<file path="config.mk">
export PLATFORM = sky130hd
export DESIGN_NAME = vme_irq_ctrl
export DESIGN_NICKNAME = d
export VERILOG_FILES = /design/src/rtl/vme_irq_ctrl.sv
export SDC_FILE = /design/constraint.sdc
export NUM_CORES = 1
export LEC_CHECK = 0
export CAP_MARGIN = 20
export CORE_UTILIZATION = 40
export CTS_BUF_LIST = sky130_fd_sc_hd__clkbuf_4 sky130_fd_sc_hd__clkbuf_8
export DETAILED_ROUTE_END_ITERATION = 6
export MAX_ROUTING_LAYER = met4
export PLACE_DENSITY = 0.79
export SLEW_MARGIN = 20
export SYNTH_ARGS = -nofsm -noshare
export SYNTH_HDL_FRONTEND = slang
export SYNTH_SLANG_ARGS = --single-unit
</file>
<file path="constraint.sdc">
create_clock -name clk -period 1.95 [get_ports clk]
set_input_delay 0.39 -clock clk [delete_from_list [all_inputs] [get_ports clk]]
set_output_delay 0.39 -clock clk [all_outputs]
set_load 0.01 [all_outputs]
</file>
<file path="src/rtl/vme_irq_ctrl.sv">
`default_nettype none
// ============================================================================
// Module      : vme_irq_ctrl
// Description : Parametrised VME interrupter. It latches up to NUM_SRC board
//               interrupt sources, each with a run-time level (1-7) and an
//               8-bit vector. It drives the IRQ7..IRQ1 lines and answers IACK
//               daisy-chain cycles. IACK cycles that this board does not own
//               are passed down the chain on iackout.
// Options     : VME_IRQ_RORA_EN - release-on-register-access. When this
//               macro is defined, an IACK win leaves the source pending until
//               software clears it.
// Revision    : 1.0 - initial release
// ============================================================================
module vme_irq_ctrl #(
  parameter int NUM_SRC = 4
) (
  input  logic                   clk,
  input  logic                   reset_n,
  input  logic [NUM_SRC-1:0]     src_req,
  input  logic [NUM_SRC-1:0]     src_clr,
  input  logic [3*NUM_SRC-1:0]   src_level,
  input  logic [8*NUM_SRC-1:0]   src_vector,
  input  logic                   iack,
  input  logic [2:0]             vec_addr,
  output logic                   iackout,
  output logic                   dtack,
  output logic [7:1]             irq_n,
  output logic [7:0]             vector,
  output logic [NUM_SRC-1:0]     pending,
  output logic [NUM_SRC-1:0]     overrun
);

  localparam logic [7:0] c_vec_idle = 8'hff;

  typedef enum logic [2:0] {
    ST_IDLE = 3'd0,
    ST_ARB  = 3'd1,
    ST_ACK  = 3'd2,
    ST_PASS = 3'd3,
    ST_REL  = 3'd4
  } state_t;

  state_t               r_state;
  state_t               w_next_state;
  logic                 r_iack;
  logic [2:0]           r_lvl;
  logic [NUM_SRC-1:0]   r_pending;
  logic [NUM_SRC-1:0]   r_overrun;
  logic [7:1]           r_irq_n;
  logic                 r_dtack;
  logic                 r_iackout;
  logic [7:0]           r_vector;

  logic [NUM_SRC-1:0]   w_src_en;
  logic [NUM_SRC-1:0]   w_set;
  logic [NUM_SRC-1:0]   w_ovr_set;
  logic [NUM_SRC-1:0]   w_win_oh;
  logic [NUM_SRC-1:0]   w_ack_clr;
  logic [NUM_SRC-1:0]   w_roak_clr;
  logic                 w_hit;
  logic [7:0]           w_win_vec;
  logic [7:1]           w_irq_act;
  logic                 w_lvl_load;
  logic                 w_dtack_nxt;
  logic                 w_iackout_nxt;
  logic [7:0]           w_vector_nxt;

  // A source is enabled whenever its level is non-zero.
  for (genvar gi = 0; gi < NUM_SRC; gi++) begin : g_src
    assign w_src_en[gi] = (src_level[3*gi +: 3] != 3'd0);
  end

  assign w_set     = src_req & w_src_en;
  assign w_ovr_set = w_set & r_pending;

`ifdef VME_IRQ_RORA_EN
  // Release on register access: a won IACK leaves the request pending.
  assign w_roak_clr = '0;
`else
  // Release on acknowledge: the IACK winner's pending bit is cleared.
  assign w_roak_clr = w_ack_clr;
`endif

  // The IACK input is registered once. All FSM timing is measured from it.
  always_ff @(posedge clk or negedge reset_n) begin
    if (!reset_n) r_iack <= 1'b0;
    else          r_iack <= iack;
  end

  // The pending and overrun latches. A set wins over a clear on the same cycle.
  always_ff @(posedge clk or negedge reset_n) begin
    if (!reset_n) begin
      r_pending <= '0;
      r_overrun <= '0;
    end else begin
      r_pending <= w_set | (r_pending & ~(src_clr | w_roak_clr));
      r_overrun <= w_ovr_set | (r_overrun & ~src_clr);
    end
  end

  // A level is active when any pending source is currently assigned to it.
  always_comb begin
    w_irq_act = '0;
    for (int l = 1; l < 8; l++) begin
      for (int i = 0; i < NUM_SRC; i++) begin
        if (r_pending[i] && (src_level[3*i +: 3] == 3'(l))) w_irq_act[l] = 1'b1;
      end
    end
  end

  // The IRQ lines are registered and active-low.
  always_ff @(posedge clk or negedge reset_n) begin
    if (!reset_n) r_irq_n <= 7'h7f;
    else          r_irq_n <= ~w_irq_act;
  end

  // Priority arbitration: the lowest-index pending source at the captured level wins.
  always_comb begin
    w_hit     = 1'b0;
    w_win_oh  = '0;
    w_win_vec = c_vec_idle;
    for (int i = NUM_SRC - 1; i >= 0; i--) begin
      if (r_pending[i] && (r_lvl != 3'd0) && (src_level[3*i +: 3] == r_lvl)) begin
        w_hit       = 1'b1;
        w_win_oh    = '0;
        w_win_oh[i] = 1'b1;
        w_win_vec   = src_vector[8*i +: 8];
      end
    end
  end

  // FSM state register.
  always_ff @(posedge clk or negedge reset_n) begin
    if (!reset_n) r_state <= ST_IDLE;
    else          r_state <= w_next_state;
  end

  // FSM next-state logic and the next values of the registered outputs.
  always_comb begin
    w_next_state  = r_state;
    w_lvl_load    = 1'b0;
    w_ack_clr     = '0;
    w_dtack_nxt   = r_dtack;
    w_iackout_nxt = r_iackout;
    w_vector_nxt  = r_vector;
    case (r_state)
      ST_IDLE: begin
        if (r_iack) begin
          w_next_state = ST_ARB;
          w_lvl_load   = 1'b1;
        end
      end
      ST_ARB: begin
        if (!r_iack) begin
          w_next_state = ST_IDLE;
        end else if (w_hit) begin
          w_next_state = ST_ACK;
          w_dtack_nxt  = 1'b1;
          w_vector_nxt = w_win_vec;
          w_ack_clr    = w_win_oh;
        end else begin
          w_next_state  = ST_PASS;
          w_iackout_nxt = 1'b1;
        end
      end
      ST_ACK, ST_PASS: begin
        if (!r_iack) begin
          w_next_state  = ST_REL;
          w_dtack_nxt   = 1'b0;
          w_iackout_nxt = 1'b0;
          w_vector_nxt  = c_vec_idle;
        end
      end
      ST_REL: begin
        // One dead cycle guarantees that the bus sees the release.
        w_next_state = ST_IDLE;
      end
      default: begin
        w_next_state  = ST_IDLE;
        w_dtack_nxt   = 1'b0;
        w_iackout_nxt = 1'b0;
        w_vector_nxt  = c_vec_idle;
      end
    endcase
  end

  // The captured IACK level and the registered bus responses.
  always_ff @(posedge clk or negedge reset_n) begin
    if (!reset_n) begin
      r_lvl     <= 3'd0;
      r_dtack   <= 1'b0;
      r_iackout <= 1'b0;
      r_vector  <= c_vec_idle;
    end else begin
      if (w_lvl_load) r_lvl <= vec_addr;
      r_dtack   <= w_dtack_nxt;
      r_iackout <= w_iackout_nxt;
      r_vector  <= w_vector_nxt;
    end
  end

  assign iackout = r_iackout;
  assign dtack   = r_dtack;
  assign irq_n   = r_irq_n;
  assign vector  = r_vector;
  assign pending = r_pending;
  assign overrun = r_overrun;

endmodule
`default_nettype wire

</file>
==> out/metrics.csv, run 1 <==
stage;metric;value;unit
job;Max Cap Viol;0;
setup_path;worst r2r src;r_lvl[0]$_DFFE_PN0P_;
finish;fin nets;382;
logic_synthesis;sequential share of the synthesized area;0.400;
clock_network;TritonCTS clock tree;built;
placement;Placer Congestion;0.885;
logic_synthesis;ys flop type;dfrtp_1;
routing;via count;2156;
die;I/O pin cnt;83;
setup_path;Worst setup EP type;flip-flop;
routing;routed len/inst;15.6;microns
logic_synthesis;cells taking the most area after synthesis;dfrtp_1, dfstp_2, a2bb2oi_2, o2bb2ai_1, o311ai_1;
setup_path;CP Data Arrival Time;2.20;ns
setup_path;CP top delay family;compound AO/OA/AOI/OAI gates;
die;row count;25;
die;Core Region;4820;sq um
status;failing checks;setup timing;
setup_path;Critical Path Most Common Cell;buf_4;
die;die height;73.6;microns
sta;clk_skew;0.0105;ns
sta;RSZ-0062 raised after global routing;yes;
setup_path;Worst path max stage delay;0.42;ns
clock_network;clock buffer count from CTS;5;
sta;fin worst setup slack;-0.0248;ns
clock_network;CTS Sinks;32;
logic_synthesis;top cell type's share of synthesized area;0.208;
sta;final hold vios;0;
setup_path;Buf/Inv on CP;3;
placement;DP Cell Count;378;
logic_synthesis;Cell Area, Synth;2050;sq um
logic_synthesis;synth unique cells;47;
logic_synthesis;Post-Syn Instances;206;
logic_synthesis;Mapped Nets;264;
grt;vias in the first global route;2080;
clock_network;clock slew at reported path FFs;0.07;ns
grt;total track usage;0.243;
clock_network;H-Tree Depth;2;
grt;largest net degree at the start of global routing;33;
logic_synthesis;#FFs+latches synth;32;
sta;Min Hold Slack;0.484;ns
setup_path;critical path type;reg2reg;
placement;DP HPWL;4530;microns
pwr;peak supply drop;792;uV
logic_synthesis;Yosys warnings;0;
setup_path;Worst R2R Setup Slack;-0.02;ns
die;die footprint;5410;sq um
min_path;Hold Path End;r_state[2]$_DFFE_PN0P_;
setup_path;Worst Setup Start Kind;flip-flop;
die;Die W;73.6;microns
logic_synthesis;leading area contributor after synthesis;dfrtp_1;
clock_network;CTS root buf;clkbuf_8;
grt;initial antenna violation count;0;
setup_path;Worst EP required;2.18;ns
clock_network;cts-stage hold buffer count;0;
routing;Iteration-0 DRC Markers;169;
sta;Final setup viols;4;
sta;Min Clock Period, post-route;1.97;ns
clock_network;clock buffer depth;2;
setup_path;reg2reg path depth;9;
status;status;finished with violations;
routing;drt pass-1 iters;4;
logic_synthesis;Post-synth EDFFs;0;
placement;# port buffers;82;
placement;dpl ws;-0.504;ns
routing;detailed-route wire length;6130;microns
finish;Ant. Diodes;0;
logic_synthesis;syn_area_per_cell;9.94;sq um
sta;share of the clock period used by the worst path;1.01;
setup_path;crit path max fanout;9;
finish;Layout area overhead;65.8;%
pwr;PD cells;993;nW/um^2
setup_path;slowest stage cell, crit path;dfrtp_1;
pwr;Leakage;1.40;nW
min_path;Worst Hold Depth;1;
die;initial core utilization;0.425;
finish;fin cells;392;
routing;Vias/cell;5.50;
setup_path;Reg-to-Reg End;vector[7]$_DFFE_PN1P_;
sta;Worst-Margin Slew;0.446;ns
setup_path;cells along the critical path;buf_4 > xor2_1 > buf_4 > a211oi_4 > buf_4 > or2_4 > o311ai_1 > o2bb2ai_1 > a2bb2oi_2;
sta;Slew headroom;0.700;
min_path;hold wc startpoint;r_state[2]$_DFFE_PN0P_;
min_path;HP Class;reg2reg;
sta;Slew Viols, Final;0;
grt;global route total overflow;0;
finish;final design utilization;0.705;
finish;Fillers;379;
grt;first-pass GRT wire length;9630;microns
sta;max frequency;0.506;GHz
finish;share of cells above drive strength 1;0.277;
routing;drc violations;0;
clock_network;Clk Latency, worst-skew pair;0.29;ns
logic_synthesis;Synth async-reset ratio;1.00;
routing;antenna-violating nets left;0;
==> report_power, final <==
group,switching [mW],total (mW),leakage (nW),internal [mW]
Clock,0.250,0.531,0.0510,0.281
Sequential,0.130,0.987,0.362,0.856
Combinational,0.813,1.86,0.992,1.04
Total,1.19,3.37,1.40,2.18
==> through the flow <==
stage	power [mW]	instance area [sq um]	TNS [ns]
6_report	3.37	3400	-0.0407
5_1_grt	3.57	3400	-0.910
4_1_cts	3.32	3350	-0.225
3_5_place_dp	2.64	3170	-5.69
3_3_place_gp	2.61	3170	-5.29
2_1_floorplan	1.96	2070	-0.0287
==> logic make-up after synthesis <==
| kind of cell | Yosys count | synth area share |
|---|---|---|
| xor+xnor | 8 | 0.0342 |
| mux | 3 | 0.0165 |
| buf+inv | 20 | 0.0507 |
| flops | 32 | 0.400 |
| simple gates | 66 | 0.178 |
| compound gates | 77 | 0.320 |
==> flip-flops by register name, summed over array words and instances (netlist names) <==
register	count
iackout	1
r_state	3
overrun	4
dtack	1
r_iack	1
r_lvl	3
pending	4
vector	8
irq_n	7
==> what timing repair did <==
item / in CTS / in global routing
resized for setup: 15 / 9
cloned: 1 / 0
buffers inserted: 5 / 2
endpoints found under the hold margin: 0 / 0
pin swaps: 9 / 7
setup endpoints to repair: 11 / 13
==> worst max-delay path by stage <==
| stage | slack [ns] | end | depth (start not counted) | from |
|---|---|---|---|---|
| final | -0.02 | vector[7]$_DFFE_PN1P_ | 9 | r_lvl[0]$_DFFE_PN0P_ |
| after global routing | -0.13 | vector[7]$_DFFE_PN1P_ | 9 | r_lvl[0]$_DFFE_PN0P_ |
| after CTS | -0.05 | vector[6]$_DFFE_PN1P_ | 7 | r_lvl[2]$_DFFE_PN0P_ |
| after detailed placement | -0.50 | vector[1]$_DFFE_PN1P_ | 7 | src_level[7] |
| after global placement | -0.46 | vector[5]$_DFFE_PN1P_ | 7 | src_level[7] |
| after floorplan | -0.006 | vector[1]$_DFFE_PN1P_ | 8 | r_lvl[0]$_DFFE_PN0P_ |
==> Yosys cell counts, drive strengths merged (3+ instances only) <==
master   count
o2bb2ai     10
a2bb2oi      9
nor2        12
dfrtp       17
o311ai      10
nand2       12
nor3         7
a221oi       4
nor4         3
clkbuf       4
nor2b        5
buf          6
nand2b      11
o31ai        7
o22ai        9
o21bai       9
inv         10
mux2         3
a21oi       10
xor2         7
dfstp       15
==> worst register-to-register path, cell delays in order, from the launching register on <==
cell and delay, ns:
dfrtp_1 0.42, buf_4 0.15, xor2_1 0.13, buf_4 0.15
a211oi_4 0.04, buf_4 0.14, or2_4 0.28, o311ai_1 0.35
o2bb2ai_1 0.18, a2bb2oi_2 0.07
==> per-layer routing <==
metal  vias up  GRT usage  share of wire
met1      1026      0.308           0.43
met2        91      0.401           0.50
li1       1025          -              -
met4         0     0.0556          0.019
met3        14     0.0480          0.055
met5         -          -              0
==> placed cells by master (no fill, tap or decap), types with 7 or more instances in the layout <==
master	synthesis	layout
o21bai_1	9	9
o22ai_1	9	9
nor2_1	12	10
o31ai_1	7	7
buf_4	1	33
nand2b_1	11	11
nand2_1	12	11
o2bb2ai_1	10	10
dfrtp_1	17	17
dfstp_2	15	15
a21oi_1	9	9
inv_1	10	10
o311ai_1	9	7
a2bb2oi_2	8	8
clkdlybuf4s50_1	0	75
==> final cells by class <==
class	instances	area, sq um	share of cell area
clock buffers	6	82.6	0.0243
clock inverters	2	10.0	0.00295
inverters	10	37.5	0.0111
multi-input cells	154	1200	0.353
flip-flops and latches	32	820	0.241
well taps	67	83.8	0.0247
repair buffers	121	1160	0.343
Note: power is estimated with default switching activity, not from simulation.
==> run 2, diff against run 1 <==
ABC_CLOCK_PERIOD_IN_PS = 1950   (was default)
CAP_MARGIN = default   (was 20)
==> results of run 2 <==
The final DEF is identical to that of run 1; final timing and power are the same.
==> run 3, diff against run 2 <==
CELL_PAD_IN_SITES_DETAIL_PLACEMENT = 1   (was default)
CELL_PAD_IN_SITES_GLOBAL_PLACEMENT = 2   (was default)
CORE_UTILIZATION = 23   (was 40)
PLACE_DENSITY = 0.78   (was 0.79)
SLEW_MARGIN = default   (was 20)
==> run 3 against run 2 <==
Against the previous run: critical endpoint is now vector[1]$_DFFE_PN1P_; the run still ends with setup timing left; hold slack got worse by 0.0068 ns; die area rose by 72%; flip-flop and latch count did not move; combinational power rose by 6%; register-to-register slack improved by 0.02 ns; via count fell by 0.97%; critical path depth fell by 1.
==> out/metrics.csv, run 3 (same netlist as run 1, synthesis figures left out) <==
stage;metric;value;unit
finish;Post-Layout Inst Area;3570;sq um
routing;Vias/cell;4.91;
grt;first-pass GRT wire length;11200;microns
pwr;Clk pwr share;0.179;
setup_path;crit path max fanout;10;
die;die height;96.4;microns
clock_network;TritonCTS clock tree;built;
sta;Final setup viols;2;
grt;initial antenna violation count;0;
routing;Iteration-0 DRC Markers;36;
finish;fin cells;435;
finish;commonest non-fill, non-tap cell in the layout;clkdlybuf4s50_1;
sta;clk_skew;0.00570;ns
placement;dpl cell area;3240;sq um
sta;Min Clock Period, post-route;1.96;ns
pwr;PD cells;1020;nW/um^2
setup_path;reg2reg path depth;8;
die;Die W;96.4;microns
sta;fin worst setup slack;-0.00936;ns
clock_network;clock buffer depth;2;
routing;routed len/inst;16.8;microns
routing;antenna-violating nets left;0;
sta;Slew headroom;0.693;
placement;DP Cell Count;423;
sta;share of the clock period used by the worst path;1.00;
die;die footprint;9290;sq um
routing;via count;2135;
routing;detailed-route wire length;7330;microns
die;row count;34;
finish;Ant. Diodes;0;
finish;final design utilization;0.411;
sta;Worst-Margin Slew;0.457;ns
clock_network;clock buffer count from CTS;5;
placement;Placer Congestion;0.767;
placement;# port buffers;82;
job;Max Cap Viol;0;
setup_path;crit path capture;vector[1]$_DFFE_PN1P_;
sta;max frequency;0.510;GHz
routing;drt pass-1 iters;4;
pwr;Pint;2.35;mW
pwr;total power;3.64;mW
finish;Layout area overhead;74.1;%
sta;Slew Viols, Final;0;
clock_network;clock slew at reported path FFs;0.07;ns
status;failing checks;setup timing;
clock_network;CTS Sinks;32;
pwr;Sequential Power Share;0.276;
setup_path;Reg-to-Reg End;vector[1]$_DFFE_PN1P_;
grt;total track usage;0.166;
finish;fin nets;384;
setup_path;critical path type;reg2reg;
die;I/O pin cnt;83;
sta;RSZ-0062 raised after global routing;yes;
setup_path;Worst R2R Setup Slack;-0.009;ns
setup_path;Worst setup startpoint;r_lvl[0]$_DFFE_PN0P_;
min_path;HP Class;reg2reg;
pwr;Sw Ratio;0.354;
setup_path;worst r2r src;r_lvl[0]$_DFFE_PN0P_;
pwr;Psw;1.29;mW
clock_network;CTS root buf;clkbuf_8;
grt;global route total overflow;0;
routing;drc violations;0;
placement;DP HPWL;5720;microns
setup_path;Worst Setup Start Kind;flip-flop;
pwr;peak supply drop;483;uV
finish;max reg flops;8;
sta;Min Hold Slack;0.477;ns
grt;vias in the first global route;2263;
die;initial core utilization;0.236;
status;status;finished with violations;
grt;largest net degree at the start of global routing;33;
sta;final hold vios;0;
finish;share of cells above drive strength 1;0.324;
setup_path;Worst setup EP type;flip-flop;
clock_network;Clk Latency, worst-skew pair;0.29;ns
pwr;Combinational Power Share;0.545;
die;Core Region;8680;sq um
setup_path;CP Data Arrival Time;2.17;ns
finish;commonest cells after routing, fill and taps aside;clkdlybuf4s50_1, buf_4, dfrtp_1;
pwr;Leakage;1.49;nW
setup_path;Worst EP required;2.16;ns
clock_network;H-Tree Depth;2;
-- run 3: worst min path at each step --
stage	depth (start not counted)	end	startpoint	slack [ns]
final	1	r_state[2]$_DFFE_PN0P_	r_state[2]$_DFFE_PN0P_	0.48
after detailed placement	1	r_state[2]$_DFFE_PN0P_	r_state[2]$_DFFE_PN0P_	0.47
after global placement	1	r_state[2]$_DFFE_PN0P_	r_state[2]$_DFFE_PN0P_	0.47
after floorplan	0	dtack$_DFFE_PN0P_	reset_n	0.09
after CTS	1	r_state[2]$_DFFE_PN0P_	r_state[2]$_DFFE_PN0P_	0.48
after global routing	1	r_state[2]$_DFFE_PN0P_	r_state[2]$_DFFE_PN0P_	0.51
-- run 3: final cells by class --
cell class	count	area [sq um]
Timing Repair Buffer	123	1170
Tap cell	108	135
Clock buffer	6	76.3
Sequential cell	32	821
Inverter	10	37.5
Multi-Input combinational cell	154	1290
Fill cell	1000	5110
Clock inverter	2	35.0
-- run 3: repair_timing --
item	4_1_cts	5_1_grt
gates cloned	0	1
pin swaps	7	11
hold buffers	0	0
buffers inserted	1	2
resized for setup	10	24
setup endpoints to repair	10	11
-- run 3: stage by stage --
stage	setup slack, ns	setup TNS, ns
final	-0.00936	-0.0179
after detailed placement	-0.451	-5.22
after global placement	-0.416	-4.94
after floorplan	-0.00578	-0.0287
after global routing	-0.118	-0.812
after CTS	-0.0606	-0.449
-- run 3: routing by layer --
| layer | wire length [microns] | share of wire | GRT usage |
|---|---|---|---|
| met1 | 3060 | 0.42 | 0.199 |
| met2 | 3880 | 0.53 | 0.283 |
| met3 | 265 | 0.036 | 0.0308 |
| met4 | 121 | 0.017 | 0.0490 |
| met5 | 0 | 0 | - |
-- run 3: worst max-delay path: stages, from the launching register on --
cell and delay, ns:
dfrtp_2 0.45, buf_4 0.15, xor2_2 0.17, nor4_2 0.33, a21oi_2 0.08, buf_4 0.21, o311ai_1 0.26, o2bb2ai_1 0.17
a2bb2oi_2 0.07
-- run 3: power by group through the flow --
stage | sequential [mW] | combinational [mW] | clock (mW)
6_report | 1.00 | 1.98 | 0.649
5_1_grt | 1.03 | 2.14 | 0.705
4_1_cts | 1.01 | 1.76 | 0.670
3_5_place_dp | 1.02 | 1.71 | 0
3_3_place_gp | 1.02 | 1.66 | 0
2_1_floorplan | 1.00 | 0.961 | 0
